[src/rtl/handshake_split_2b.sv]
// rtl/handshake_split_2b.sv - 1-to-2 four-phase handshake splitter with counters and error flags
module handshake_split_2b #(
    parameter int DATA_W  = 8,
    parameter int CNT_W   = 8,
    parameter int TIMEOUT = 16
) (
    input  logic              clk,
    input  logic              rst,
    input  logic              req_in,
    input  logic              sel_in,
    input  logic [DATA_W-1:0] data_in,
    output logic              ack_in,
    output logic [1:0]        req_out,
    input  logic [1:0]        ack_out,
    output logic [DATA_W-1:0] data_out,
    output logic              sel,
    output logic              busy,
    output logic [CNT_W-1:0]  cnt0,
    output logic [CNT_W-1:0]  cnt1,
    output logic              err_timeout,
    output logic              err_proto
);

    localparam logic [1:0] IDLE     = 2'd0;
    localparam logic [1:0] WAIT_ACK = 2'd1;
    localparam logic [1:0] HOLD     = 2'd2;
    localparam logic [1:0] WAIT_REL = 2'd3;

    localparam logic [15:0] TIMEOUT_V = 16'(TIMEOUT);

    logic [1:0]  state;
    logic [15:0] tcnt;
    logic        ack_sel;
    logic        ack_oth;

    assign ack_sel = ack_out[sel];
    assign ack_oth = ack_out[~sel];

    always_ff @(posedge clk) begin
        if (rst) begin
            state       <= IDLE;
            tcnt        <= '0;
            ack_in      <= 1'b0;
            req_out     <= 2'b00;
            data_out    <= '0;
            sel         <= 1'b0;
            busy        <= 1'b0;
            cnt0        <= '0;
            cnt1        <= '0;
            err_timeout <= 1'b0;
            err_proto   <= 1'b0;
        end else begin
            case (state)
                IDLE: begin
                    if (req_in && ack_out == 2'b00) begin
                        sel      <= sel_in;
                        data_out <= data_in;
                        req_out  <= sel_in ? 2'b10 : 2'b01;
                        tcnt     <= '0;
                        busy     <= 1'b1;
                        state    <= WAIT_ACK;
                    end
                end
                WAIT_ACK: begin
                    if (ack_sel) begin
                        ack_in <= 1'b1;
                        state  <= HOLD;
                    end else begin
                        // Counter saturates at TIMEOUT so the flag fires exactly once per stall
                        if (tcnt != TIMEOUT_V) begin
                            tcnt <= tcnt + 16'd1;
                        end
                        if (tcnt + 16'd1 == TIMEOUT_V) begin
                            err_timeout <= 1'b1;
                        end
                    end
                    if (!req_in) begin
                        err_proto <= 1'b1;
                    end
                end
                HOLD: begin
                    if (!req_in) begin
                        req_out <= 2'b00;
                        state   <= WAIT_REL;
                    end
                    if (!ack_sel) begin
                        err_proto <= 1'b1;
                    end
                end
                WAIT_REL: begin
                    if (!ack_sel) begin
                        ack_in <= 1'b0;
                        busy   <= 1'b0;
                        state  <= IDLE;
                        if (sel) begin
                            cnt1 <= cnt1 + CNT_W'(1);
                        end else begin
                            cnt0 <= cnt0 + CNT_W'(1);
                        end
                    end
                end
                default: state <= IDLE;
            endcase

            // The idle channel must never acknowledge while a transaction is in flight
            if (state != IDLE && ack_oth) begin
                err_proto <= 1'b1;
            end
        end
    end

endmodule

[config.mk]
export PLATFORM = sky130hd
export DESIGN_NAME = handshake_split_2b
export DESIGN_NICKNAME = d
export VERILOG_FILES = /design/src/rtl/handshake_split_2b.sv
export SDC_FILE = /design/constraint.sdc
export NUM_CORES = 1
export LEC_CHECK = 0
export ABC_AREA = 1
export CELL_PAD_IN_SITES_DETAIL_PLACEMENT = 1
export CELL_PAD_IN_SITES_GLOBAL_PLACEMENT = 1
export CORE_UTILIZATION = 32
export DETAILED_ROUTE_END_ITERATION = 10
export PLACE_DENSITY = 0.78
export SYNTH_ARGS = -nofsm -noshare
export SYNTH_HDL_FRONTEND = slang
export SYNTH_SLANG_ARGS = --single-unit
[constraint.sdc]
create_clock -name clk -period 3.55 [get_ports clk]
set_input_delay 0.5325 -clock clk [delete_from_list [all_inputs] [get_ports clk]]
set_output_delay 0.5325 -clock clk [all_outputs]
set_load 0.02 [all_outputs]
==> Word-level counts from Yosys, hierarchy flattened <==
Index checks and enable logic that the tools add are counted.
W data, S select, Z words.
{ "word_totals": {"register_bits": 49, "inputBits": 14, "output_inout_bits": 31, "wordCells": 77} }
{ "classes": {"add_sub_neg": 3, "n_lt_le_gt_ge": 2, "n_eq_ne": 13, "mux": 26, "n_bitwise": 2, "n_reduce_logical": 20} }
{ "op_table": {"columns": ["operator", "count"], "rows": [
  ["$mux W16", 3],
  ["$pmux W16 S2", 1],
  ["$reduce_and A3 Y1", 7],
  ["$add A16 B1 Y16 const B", 1],
  ["$add A8 B1 Y8 const B", 2],
  ["$eq A16 B5 Y1 const B", 1],
  ["$ne A16 B5 Y1 const B", 1],
  ["$mux W2", 7],
  ["$ne A2 B2 Y1 const B", 6],
  ["$mux W1", 10],
  ["$reduce_bool A2 Y1", 5],
  ["$pmux W2 S4", 1],
  ["$reduce_and A4 Y1", 2],
  ["$ne A3 B3 Y1 const B", 2],
  ["$pmux W1 S2", 3],
  ["$eq A2 B2 Y1 const B", 2],
  ["$logic_not A2 Y1", 2],
  ["$lt A1 B2 Y1 const B", 2],
  ["$pmux W2 S2", 1],
  ["$reduce_bool A3 Y1", 1],
  ["$eq A2 B1 Y1 const B", 1],
  ["$logic_and A1 B1 Y1", 2],
  ["$not A1 Y1", 2],
  ["$reduce_and A2 Y1", 1]
]} }

==> Longest topological paths before layout <==
{ "depth": {"depth_word": 6, "ltp_mapped": 12} }

==> Least setup slack after synthesis <==
OpenSTA, ideal clock, no wires.
{ "synth_timing": {"path_type": "register to register", "from": "register state[0]", "to": "register tcnt[10]", "setup_time_ns": 0.119, "arrival_time_ns": 1.437, "slack_ns": 1.993, "path_stages_with_launch": 10, "path_buffers": 1, "synth_period_minus_slack_ns": 1.557, "cell_sequence": "dfxtp_1 > inv_1 > ha_1 > inv_1 > a21oi_1 > a21oi_1 > nand2_2 > buf_4 > o21ai_0 > a21oi_1"} }
{ "synth_between": {"elab_chain_len": 3, "elab_cells_between_ends": 8, "classes_between": "4 x eq/ne; 1 x mux; 3 x reduce/logical"} }
{ "synth_rtl": {"columns": ["item", "line", "text"], "rows": [
  ["start: declaration", "31", "logic [1:0] state;"],
  ["start signal: assignment", "41", "state <= IDLE;"],
  ["start signal: assignment", "61", "state <= WAIT_ACK;"],
  ["start signal: assignment", "67", "state <= HOLD;"],
  ["$eq A2 B1 Y1 / $logic_not A2 Y1 (equally long branches)", "53", "case (state)"],
  ["$ne A2 B2 Y1 (no line) / $reduce_bool A2 Y1 (equally long branches)", null, null],
  ["$reduce_and A4 Y1 (no line)", null, null],
  ["end signal: assignment", "71", "tcnt <= tcnt + 16'd1;"],
  ["end: declaration", "32", "logic [15:0] tcnt;"]
]} }
Several ways; a longest one is shown, not always the timed one.
A chain may end at the register's enable or synchronous reset.

==> Worst setup path in the final report <==
{ "layout_timing": {"from": "register state[1]", "to": "register tcnt[0]"} }
Same word-level chain as after synthesis.

==> flow_metrics.env <==
export IMPL_cap_violations=0
export IMPL_slew_headroom_pct=56.82
export IMPL_die_area_um2=8373
export IMPL_hold_path_class="reg -> reg"
export IMPL_port_buffers=44
export IMPL_end_kind="flop"
export IMPL_dp_cells=521
export IMPL_ys_top_cells_by_area="dfxtp_1 38%, nand2_1 11%, a21oi_1 9.4%, inv_1 7.6%, o21ai_0 7.4%"
export IMPL_yosysUniqueCellTypes=29
export IMPL_dp_hpwl_um=5573
export IMPL_dieHeight_um=91.51
export IMPL_cts_root_buf="clkbuf_8"
export IMPL_die_x_um=91.51
export IMPL_postCtsSetupRepairBufs=0
export IMPL_synthSimpleGateAreaFrac_pct=29.09
export IMPL_clk_path_buf_depth=2
export IMPL_ios=45
export IMPL_rsz0062_at_grt="false"
export IMPL_ys_warn_count=0
export IMPL_max_vdd_ir_drop_mv=0.1700
export IMPL_layout_nets=448
export IMPL_ctsHtreeMaxLevel=2
export IMPL_antenna_found_initial=0
export IMPL_rr_endpoint="tcnt[0]"
export IMPL_synth_xor_area_share_pct=0.3416
export IMPL_status="completed"
export IMPL_holdCritStartpoint="data_out[0]"
export IMPL_drtIter0Drc=82
export IMPL_r2r_cells=8
export IMPL_fin_skew_ps=3.431
export IMPL_track_usage_pct=18.35
export IMPL_hold_viol=0
export IMPL_arrival_ps=2590
export IMPL_synth_flop_cell="dfxtp_1"
export IMPL_area_delta_synth_final_pct=24.30
export IMPL_row_count=32
export IMPL_grt_pass1_vias=2821
export IMPL_tns_ps=0
export IMPL_finalSetupViolations=0
export IMPL_p_leak_nw=1.166
export IMPL_cp_top_family="buffers and inverters"
export IMPL_synth_common_cells="78 x nand2_1, 52 x inv_1, 49 x dfxtp_1"
export IMPL_drc=0
export IMPL_gp_congestion=0.8184
export IMPL_crit_path_start_kind="flop"
export IMPL_synthAdderAreaFrac_pct=3.904
export IMPL_synth_edff_count=0
export IMPL_async_flop_share_pct=0
export IMPL_path_cells="inv_1 > ha_1 > inv_1 > a21oi_1 > nand2_2 > inv_1 > o21ai_0 > nor2_1"
export IMPL_avgSynthCellArea_um2=6.694
export IMPL_cts_resized=0
export IMPL_post_route_min_period_ps=2389
export IMPL_synth_compound_area_share_pct=18.94
export IMPL_cts_hold_buffers=0
export IMPL_cts_tree="yes"
export IMPL_wirelength_um=7268
export IMPL_grt_pass1_wl_um=12590
export IMPL_synth_seq_cells=49
export IMPL_clock_latency_ps=300
export IMPL_critPathKind="reg -> reg"
export IMPL_dr_pass1_iters=4
export IMPL_crit_buf_inv=3
export IMPL_layout_drive_gt1_share_pct=3.981
export IMPL_fin_cells=529
export IMPL_coreArea_um2=7727
export IMPL_min_path_cells=2
export IMPL_path_clk_slew_ps=90
export IMPL_worstMarginPinSlew_ps=646.0
export IMPL_slowest_delay_ps=450
export IMPL_holdPathEnd="data_out[0]"
export IMPL_muxShareOfSynthArea_pct=0
export IMPL_numCtsBuffers=5
export IMPL_wire_per_inst_um=13.74
export IMPL_crit_top_cell="inv_1"
export IMPL_synthesis_nets=405
export IMPL_start_util_pct=33.18
export IMPL_synth_most_common_cell="nand2_1"
export IMPL_synthCells=383
export IMPL_ys_seq_area_share_pct=38.26
export IMPL_postRouteAntennaNets=0
export IMPL_netlist_area_um2=2564
export IMPL_period_share_pct=67.29
export IMPL_grt_max_degree=27
export IMPL_antenna_cells=0
export IMPL_viasPerCell=5.043
export IMPL_synth_area_leader_cell="dfxtp_1"
export IMPL_crit_fanout=26
export IMPL_synth_top_family_by_area="simple AND/OR/NAND/NOR gates"
export IMPL_rrSetupSlack_ps=1160
export IMPL_r2r_start="state[1]"
export IMPL_timing_fmax_ghz=0.4186
export IMPL_clock_sinks=49
export IMPL_slew_violations=0
export IMPL_num_vias=2668
export IMPL_required_ps=3750
export IMPL_synth_top_cell_area_share_pct=38.26
export IMPL_slowest_stage="inv_1"
export IMPL_power_density_nw_per_um2=567.9
export IMPL_grt_ovfl_total=0
[logic make-up after synthesis]
logic type | Yosys count
AOI/OAI and AO/OA | 93
xor gates and xnor gates | 1
adders and majority gates | 8
buffers and inverters | 63
DFF | 49
and+or+nand+nor | 169
[registers in the layout (all words and copies together) (netlist names)]
name	count
err_timeout	1
data_out	8
ack_in	1
cnt1	8
cnt0	8
req_out	2
busy	1
sel	1
err_proto	1
state	2
tcnt	16
[worst max path at each step]
stage                     startpoint       end  cells after the start
after floorplan             state[0]  tcnt[10]                      9
after global placement    ack_out[0]   tcnt[1]                      8
after detailed placement  ack_out[0]   tcnt[0]                      8
after CTS                   state[1]   tcnt[0]                      8
after global routing        state[1]   tcnt[0]                      8
final                       state[1]   tcnt[0]                      8
[per-layer routing]
metal | up-vias | global-route usage, % | part of all wire, %
met3 | 8 | 3.099 | 3.2
met5 | - | 0 | 0
met4 | 0 | 4.894 | 1.1
met1 | 1284 | 20.86 | 45
li1 | 1338 | - | -
met2 | 38 | 34.84 | 51
[through the flow]
stage	power, mW	instance area, um^2	utilization (%)	hold WS (ps)	setup WS, ps
finish	1.810	3187	41.24	451.2	1161
global route	1.957	3187	41.24	468.4	924.2
CTS	1.832	3187	41.24	455.3	1159
detailed placement	1.495	3103	40.16	438.5	1096
global placement	1.465	3103	40.16	432.2	1193
floorplan	1.264	2564	-	453.1	1993
[area by class of cell]
type                    instances  area (um^2)
clock buffers                   7        76.32
multi-input cells             271         1340
inverters                      53        198.9
clock inverters                 1        7.507
flip-flops and latches         49        980.9
repair buffers                 46        455.4
fillers                      1008         4541
well taps                     102        127.6
[power breakdown]
part / switching, mW / total (mW) / internal [mW]
Clock: 0.192 / 0.332 / 0.140
Sequential: 0.113 / 0.769 / 0.656
Combinational: 0.465 / 0.709 / 0.244
[worst register-to-register path, delay by kind of cell (launching register included)]
family          cells  cell delay [ps]
compound gates      2              430
simple gates        2              460
buf+inv             3              750
flops               1              370
fa+ha+maj           1              270
[layout by cell type (no fill, tap or decap), drive strengths merged]
master / netlist / routed
nand2: 79 / 79
inv: 53 / 53
dfxtp: 49 / 49
a21oi: 49 / 49
clkdlybuf4s50: 0 / 44
nor2: 42 / 42
o21ai: 38 / 38
nand3: 22 / 22
nand4: 13 / 13
nor3: 9 / 9
ha: 8 / 8
clkbuf: 7 / 7
o21a: 2 / 2
buf: 3 / 2
and2: 1 / 1
nor3b: 1 / 1
o211a: 1 / 1
o21bai: 1 / 1
or2: 1 / 1
nand3b: 1 / 1
xor2: 1 / 1
o211ai: 1 / 1
a31oi: 1 / 1
clkinvlp: 0 / 1
(Power assumes the default switching activity.)
